**config.mk**
```make
export PLATFORM = sky130hd
export DESIGN_NAME = stream_upsizer_flat
export DESIGN_NICKNAME = d
export VERILOG_FILES = /design/src/rtl/stream_upsizer_if.sv /design/src/rtl/stream_upsizer.sv /design/src/flat_wrapper.sv
export SDC_FILE = /design/constraint.sdc
export NUM_CORES = 1
export LEC_CHECK = 0
export CORE_UTILIZATION = 45
export CTS_CLUSTER_DIAMETER = 80
export DETAILED_ROUTE_END_ITERATION = 8
export HOLD_SLACK_MARGIN = 0.08
export PLACE_DENSITY = 0.79
export SLEW_MARGIN = 10
export SYNTH_ARGS = -nofsm -noshare
export SYNTH_HDL_FRONTEND = slang
export SYNTH_SLANG_ARGS = --single-unit
```
**constraint.sdc**
```tcl
create_clock -name clk -period 2.6 [get_ports clk]
set_input_delay 0.52 -clock clk [delete_from_list [all_inputs] [get_ports clk]]
set_output_delay 0.52 -clock clk [all_outputs]
set_load 0.01 [all_outputs]
```
**src/rtl/stream_upsizer_if.sv**
```systemverilog
// Stream upsizer handshake bundle: narrow input beats on the s_* side,
// packed wide words on the m_* side. The upsizer takes the slave view.
interface stream_upsizer_if #(
   parameter int DW_IN = 8,
   parameter int SCALE = 4
);
   localparam int CW = $clog2(SCALE + 1);

   logic [DW_IN-1:0]       s_data_i;
   logic                   s_valid_i;
   logic                   s_last_i;
   logic                   s_ready_o;
   logic [DW_IN*SCALE-1:0] m_data_o;
   logic [CW-1:0]          m_count_o;
   logic                   m_last_o;
   logic                   m_valid_o;
   logic                   m_ready_i;

   modport slave (
      input  s_data_i, s_valid_i, s_last_i, m_ready_i,
      output s_ready_o, m_data_o, m_count_o, m_last_o, m_valid_o
   );

   modport master (
      output s_data_i, s_valid_i, s_last_i, m_ready_i,
      input  s_ready_o, m_data_o, m_count_o, m_last_o, m_valid_o
   );
endinterface

```
**src/rtl/stream_upsizer.sv**
```systemverilog
// Packs SCALE narrow beats (lane-ascending) into one wide word. A word is
// emitted when the last lane fills or the beat carries s_last_i; unused upper
// lanes are zero and m_count_o reports how many lanes are valid.
module stream_upsizer #(
   parameter int DW_IN = 8,
   parameter int SCALE = 4
) (
   input  logic            clk,
   input  logic            rst,
   stream_upsizer_if.slave bus
);
   localparam int CW = $clog2(SCALE + 1);
   localparam int IW = (SCALE > 1) ? $clog2(SCALE) : 1;
   localparam int OW = DW_IN * SCALE;

   logic          r_rst;
   logic [IW-1:0] r_idx;
   logic [OW-1:0] r_acc;
   logic [OW-1:0] r_data;
   logic [CW-1:0] r_count;
   logic          r_last;
   logic          r_valid;

   logic          w_ready;
   logic          w_wr;
   logic          w_rd;
   logic          w_complete;
   logic [OW-1:0] w_word;

   // Ready depends only on registered state, rst and m_ready_i, never on
   // s_valid_i; it stays low while rst is high and for one cycle after.
   assign w_ready    = !rst && !r_rst && (!r_valid || bus.m_ready_i);
   assign w_wr       = bus.s_valid_i && w_ready;
   assign w_rd       = r_valid && bus.m_ready_i;
   assign w_complete = w_wr && ((r_idx == IW'(SCALE - 1)) || bus.s_last_i);

   // Accumulator with the incoming beat dropped into the current lane; lanes
   // above idx are already zero because the accumulator is cleared per word.
   always_comb begin
      w_word = r_acc;
      w_word[int'(r_idx)*DW_IN +: DW_IN] = bus.s_data_i;
   end

   // Reset shadow that holds off input acceptance for a cycle after reset.
   always_ff @(posedge clk) begin
      r_rst <= rst;
   end

   // Lane packing and output word register.
   always_ff @(posedge clk) begin
      if (rst) begin
         r_idx   <= '0;
         r_acc   <= '0;
         r_data  <= '0;
         r_count <= '0;
         r_last  <= 1'b0;
         r_valid <= 1'b0;
      end else if (w_complete) begin
         r_data  <= w_word;
         r_count <= CW'(r_idx) + CW'(1);
         r_last  <= bus.s_last_i;
         r_valid <= 1'b1;
         r_idx   <= '0;
         r_acc   <= '0;
      end else begin
         if (w_wr) begin
            r_acc <= w_word;
            r_idx <= r_idx + IW'(1);
         end
         if (w_rd) begin
            r_valid <= 1'b0;
         end
      end
   end

   assign bus.s_ready_o = w_ready;
   assign bus.m_data_o  = r_data;
   assign bus.m_count_o = r_count;
   assign bus.m_last_o  = r_last;
   assign bus.m_valid_o = r_valid;
endmodule

```
**src/flat_wrapper.sv**
```systemverilog
// flat-port wrapper written by rule: the top's interface ports become plain ports
module stream_upsizer_flat 
#(
   parameter int DW_IN = 8,
   parameter int SCALE = 4
)
  (clk, rst, bus_s_data_i, bus_s_valid_i, bus_s_last_i, bus_m_ready_i, bus_s_ready_o, bus_m_data_o, bus_m_count_o, bus_m_last_o, bus_m_valid_o);
  stream_upsizer_if #(.DW_IN(DW_IN), .SCALE(SCALE)) bus_i ();
  input  logic clk;
  input  logic rst;
  input wire logic [$bits(bus_i.s_data_i)-1:0] bus_s_data_i;
  input wire logic [$bits(bus_i.s_valid_i)-1:0] bus_s_valid_i;
  input wire logic [$bits(bus_i.s_last_i)-1:0] bus_s_last_i;
  input wire logic [$bits(bus_i.m_ready_i)-1:0] bus_m_ready_i;
  output wire logic [$bits(bus_i.s_ready_o)-1:0] bus_s_ready_o;
  output wire logic [$bits(bus_i.m_data_o)-1:0] bus_m_data_o;
  output wire logic [$bits(bus_i.m_count_o)-1:0] bus_m_count_o;
  output wire logic [$bits(bus_i.m_last_o)-1:0] bus_m_last_o;
  output wire logic [$bits(bus_i.m_valid_o)-1:0] bus_m_valid_o;
  assign bus_i.s_data_i = bus_s_data_i;
  assign bus_i.s_valid_i = bus_s_valid_i;
  assign bus_i.s_last_i = bus_s_last_i;
  assign bus_i.m_ready_i = bus_m_ready_i;
  assign bus_s_ready_o = bus_i.s_ready_o;
  assign bus_m_data_o = bus_i.m_data_o;
  assign bus_m_count_o = bus_i.m_count_o;
  assign bus_m_last_o = bus_i.m_last_o;
  assign bus_m_valid_o = bus_i.m_valid_o;
  stream_upsizer #(.DW_IN(DW_IN), .SCALE(SCALE)) u_core (.clk(clk), .rst(rst), .bus(bus_i));
endmodule
```
==> summary.txt <==
Synthesis
  – Seq/Total Area, Yosys: 45.3%
  – Syn_nets: 347
  – Netlist cell types: 38
  – Syn Inst Count: 328
  – Top_reg_cell synth: dfxtp_1
  – Synthesized area per cell: 9.70 um^2
  – Yosys reg bits: 72
  – Synth warn: 0
  – Ys async rst share: 0%
  – EDFF count, synth: 0
  – Mapped cell area: 3180 um^2

Timing
  – WHS: 0.462 ns
  – F_max: 401 MHz
  – Fin Setup TNS: 0 ns
  – Final setup vio count: 0
  – Tightest Pin Transition: 0.639 ns
  – Final period util: 96.0%
  – Min Tclk post-route: 2.50 ns
  – Setup Skew: 0.00763 ns
  – Final slew viol count: 0
  – RSZ-0062 raised after global routing: no
  – Hold Fails Final Rpt: 0
  – Post-route setup slack: 0.103 ns
  – Slew Limit Headroom: 57.4%

Critical path
  – Worst reg-to-reg setup slack: 0.51 ns
  – Maximum fanout along the worst path: 7
  – CP Capture Type: primary output
  – Most used cell along the critical path: clkdlybuf4s50_1
  – Worst path top cell family by delay: buffers and inverters
  – CP cell instances: clkdlybuf4s50_1 -> nor2b_1 -> nor2_1 -> clkdlybuf4s50_1
  – Reg2Reg Capture Point: u_core.bus.m_data_o[6]$_SDFFE_PP0P_
  – Worst EP required: 2.08 ns
  – Crit Path Category: in -> out
  – Crit path arrival time: 1.98 ns
  – Worst Reg-to-Reg Cells: 6
  – Reg-to-reg startpoint: u_core.r_idx[1]$_SDFFE_PP0P_
  – Crit-path slowest cell: clkdlybuf4s50_1
  – Worst stage delay on the critical path: 0.50 ns
  – Startpoint types: input pin
  – Worst path bufs/invs: 2

Clock network
  – Deepest clock path buffer count: 2
  – Post-CTS sizing: 0
  – Number of CTS-inserted buffers: 9
  – CTS sink cnt: 72
  – Clock Latency Late Sink: 0.34 ns
  – Clk root buf: clkbuf_8
  – Post-CTS Setup Bufs: 0
  – CTS tree: done
  – Clk pin slew, worst setup/hold paths: 0.08 ns
  – Post-CTS Hold Buffers: 0
  – H-tree lvl count: 3

Layout
  – Finished layout cell area: 4040 um^2
  – Antenna cell count: 0
  – Final #Nets: 393
  – Fraction of layout instances using a drive strength above 1: 12.1%
  – Area Overhead vs Synth: 27.0%
  – Layout Cells excl Fill: 475

Power
  – Maximum vdd drop: 0.288 mV
  – P per Cell Area: 630 nW/um^2
  – Net Switching: 0.000576 W
  – Internal: 0.00197 W
  – Pleak: 1.27 nW
  – Switch share: 22.6%
  – Reg power frac: 44.8%
  – Combinational power share: 8.9%
  – Clock power frac: 46.3%

Min path
  – HP Start: u_core.r_acc[0]$_SDFFE_PP0P_
  – Hold Path Class: reg -> reg
  – Hold path depth: 1
  – Hold path endpoint: u_core.r_acc[0]$_SDFFE_PP0P_

Die
  – Full die area: 7410 um^2
  – Die Y: 86.1 um
  – Initial core utilization: 46.8%
  – # rows: 30
  – Die W: 86.1 um
  – Core Region: 6790 um^2
  – Ports: 51

Global route
  – Grt ovf: 0
  – Largest net degree at the start of global routing: 43
  – Total track usage: 22.3%
  – Vias in the first global route: 2,598
  – Initial antenna violation count: 0
  – First-pass GRT wire length: 12,900 um

Run status
  – Status: complete, no violations

Placed design
  – Placed wire-length estimate: 5250 um
  – Pre-CTS WS: 0.104 ns
  – Cells after DPL: 459
  – Dpl cell area: 3770 um^2
  – I/O Buffers: 50
  – Placer congestion estimate: 0.795

Drt
  – Via Count: 2,776
  – DR pass1 iterations: 5
  – WL/cell: 16.6 um
  – Post-DRT Antenna Nets: 0
  – WL final: 7890 um
  – Vias per inst: 5.84
  – DRC viols: 0
  – DR iter-0 viols: 202

Flow run
  – Max cap viols: 0
## synth_stat cells, types with 2 or more instances
| cell | n | area share (%) |
|---|---|---|
| o21a_1 | 2 | 0.47 |
| a211oi_1 | 11 | 2.6 |
| buf_2 | 11 | 1.7 |
| a41oi_1 | 2 | 0.55 |
| inv_1 | 4 | 0.47 |
| or3_2 | 3 | 0.71 |
| a21oi_1 | 11 | 1.7 |
| o2bb2ai_1 | 32 | 8.8 |
| nand2_1 | 23 | 2.7 |
| mux2i_1 | 2 | 0.63 |
| a311oi_1 | 22 | 6.1 |
| nor3b_1 | 8 | 1.9 |
| a31oi_1 | 33 | 6.5 |
| nand4_1 | 6 | 1.2 |
| dfxtp_1 | 72 | 45 |
| nand2b_1 | 23 | 4.5 |
| nor3_1 | 2 | 0.31 |
| o31ai_1 | 2 | 0.47 |
| nor4bb_1 | 2 | 0.63 |
| nor2_1 | 4 | 0.47 |
| clkbuf_1 | 18 | 2.1 |
| ha_1 | 6 | 2.4 |
| nor2b_1 | 9 | 1.8 |
| and3b_1 | 2 | 0.55 |
| buf_6 | 5 | 1.8 |
## power groups by stage
stage	registers, W	logic [W]	clock network, W
5_1_grt	0.00114	0.000243	0.00124
2_1_floorplan	0.00117	0.000121	0
6_report	0.00114	0.000226	0.00118
3_5_place_dp	0.00117	0.000223	0
3_3_place_gp	0.00116	0.000220	0
4_1_cts	0.00114	0.000224	0.00119
## sequential cells by signal, indices dropped and copies added (netlist names)
register	cells
u_core.bus.m_data_o	32
u_core.r_rst	1
u_core.r_acc	32
u_core.r_idx	2
u_core.bus.m_count_o	3
u_core.bus.m_valid_o	1
u_core.bus.m_last_o	1
## worst reg2reg max path, stage by stage (launching register included)
cell and delay [ns]:
dfxtp_1 0.37, inv_1 0.11, ha_1 0.57, nor4bb_1 0.36, buf_4 0.21, a21oi_1 0.11
a211oi_1 0.25
## kinds of logic (layout without fill, tap and decap cells)
group / Yosys count / in the layout / share of synthesized area, %
AOI/OAI and AO/OA: 120 / 120 / 28.8
and+or+nand+nor: 87 / 87 / 16.3
DFF: 72 / 72 / 45.3
buffers and inverters: 41 / 92 / 6.61
adders and majority gates: 6 / 6 / 2.36
muxes: 2 / 2 / 0.629
## worst max-delay path by stage
stage                                       startpoint                                   end  slack, ns  cells after the start
after floorplan           u_core.r_idx[0]$_SDFFE_PP0P_  u_core.bus.m_data_o[27]$_SDFFE_PP0P_       0.63                      8
after global placement                   bus_m_ready_i                         bus_s_ready_o       0.13                      4
after detailed placement                 bus_m_ready_i                         bus_s_ready_o       0.10                      4
after CTS                                bus_m_ready_i                         bus_s_ready_o       0.09                      4
after global routing                     bus_m_ready_i                         bus_s_ready_o      0.002                      4
final                                    bus_m_ready_i                         bus_s_ready_o       0.10                      4
## metal layers
metal  GRT usage (%)  vias to the layer above  routed length [um]
li1                -                     1351                   -
met1            29.9                     1325                3750
met2            34.9                       84                3640
met3            5.00                       16                 343
met4            8.48                        0                 158
met5               0                        -                   0
## layout by cell type, fill, tap and decap left out, types with 2 or more instances in the layout
cell	Yosys	routed
nand2b_1	23	23
a41oi_1	2	2
and3b_1	2	2
dfxtp_1	72	72
bufinv_16	0	4
nand2_1	23	23
mux2i_1	2	2
a311oi_1	22	22
nor4bb_1	2	2
nor3b_1	8	8
clkbuf_8	0	9
a211oi_1	11	11
buf_4	1	22
a21oi_1	11	11
ha_1	6	6
nor2b_1	9	9
nand4_1	6	6
a31oi_1	33	33
nor2_1	4	3
o2bb2ai_1	32	32
clkdlybuf4s50_1	0	50
nor3_1	2	2
inv_1	4	4
o31ai_1	2	2
or3_2	3	3
o21a_1	2	2
## final cells by class
class	instances	area, um^2
fillers	586	2750
multi-input cells	215	1530
flip-flops and latches	72	1440
repair buffers	72	666
clock inverters	7	143
clock buffers	9	124
well taps	96	120
inverters	4	15.0
## metrics by stage
stage	utilization (%)	power, W
after floorplan	-	0.00129
after global placement	55.5	0.00138
after detailed placement	55.5	0.00139
after CTS	59.5	0.00255
after global routing	59.5	0.00262
final	59.5	0.00254
(Power assumes the default switching activity.)
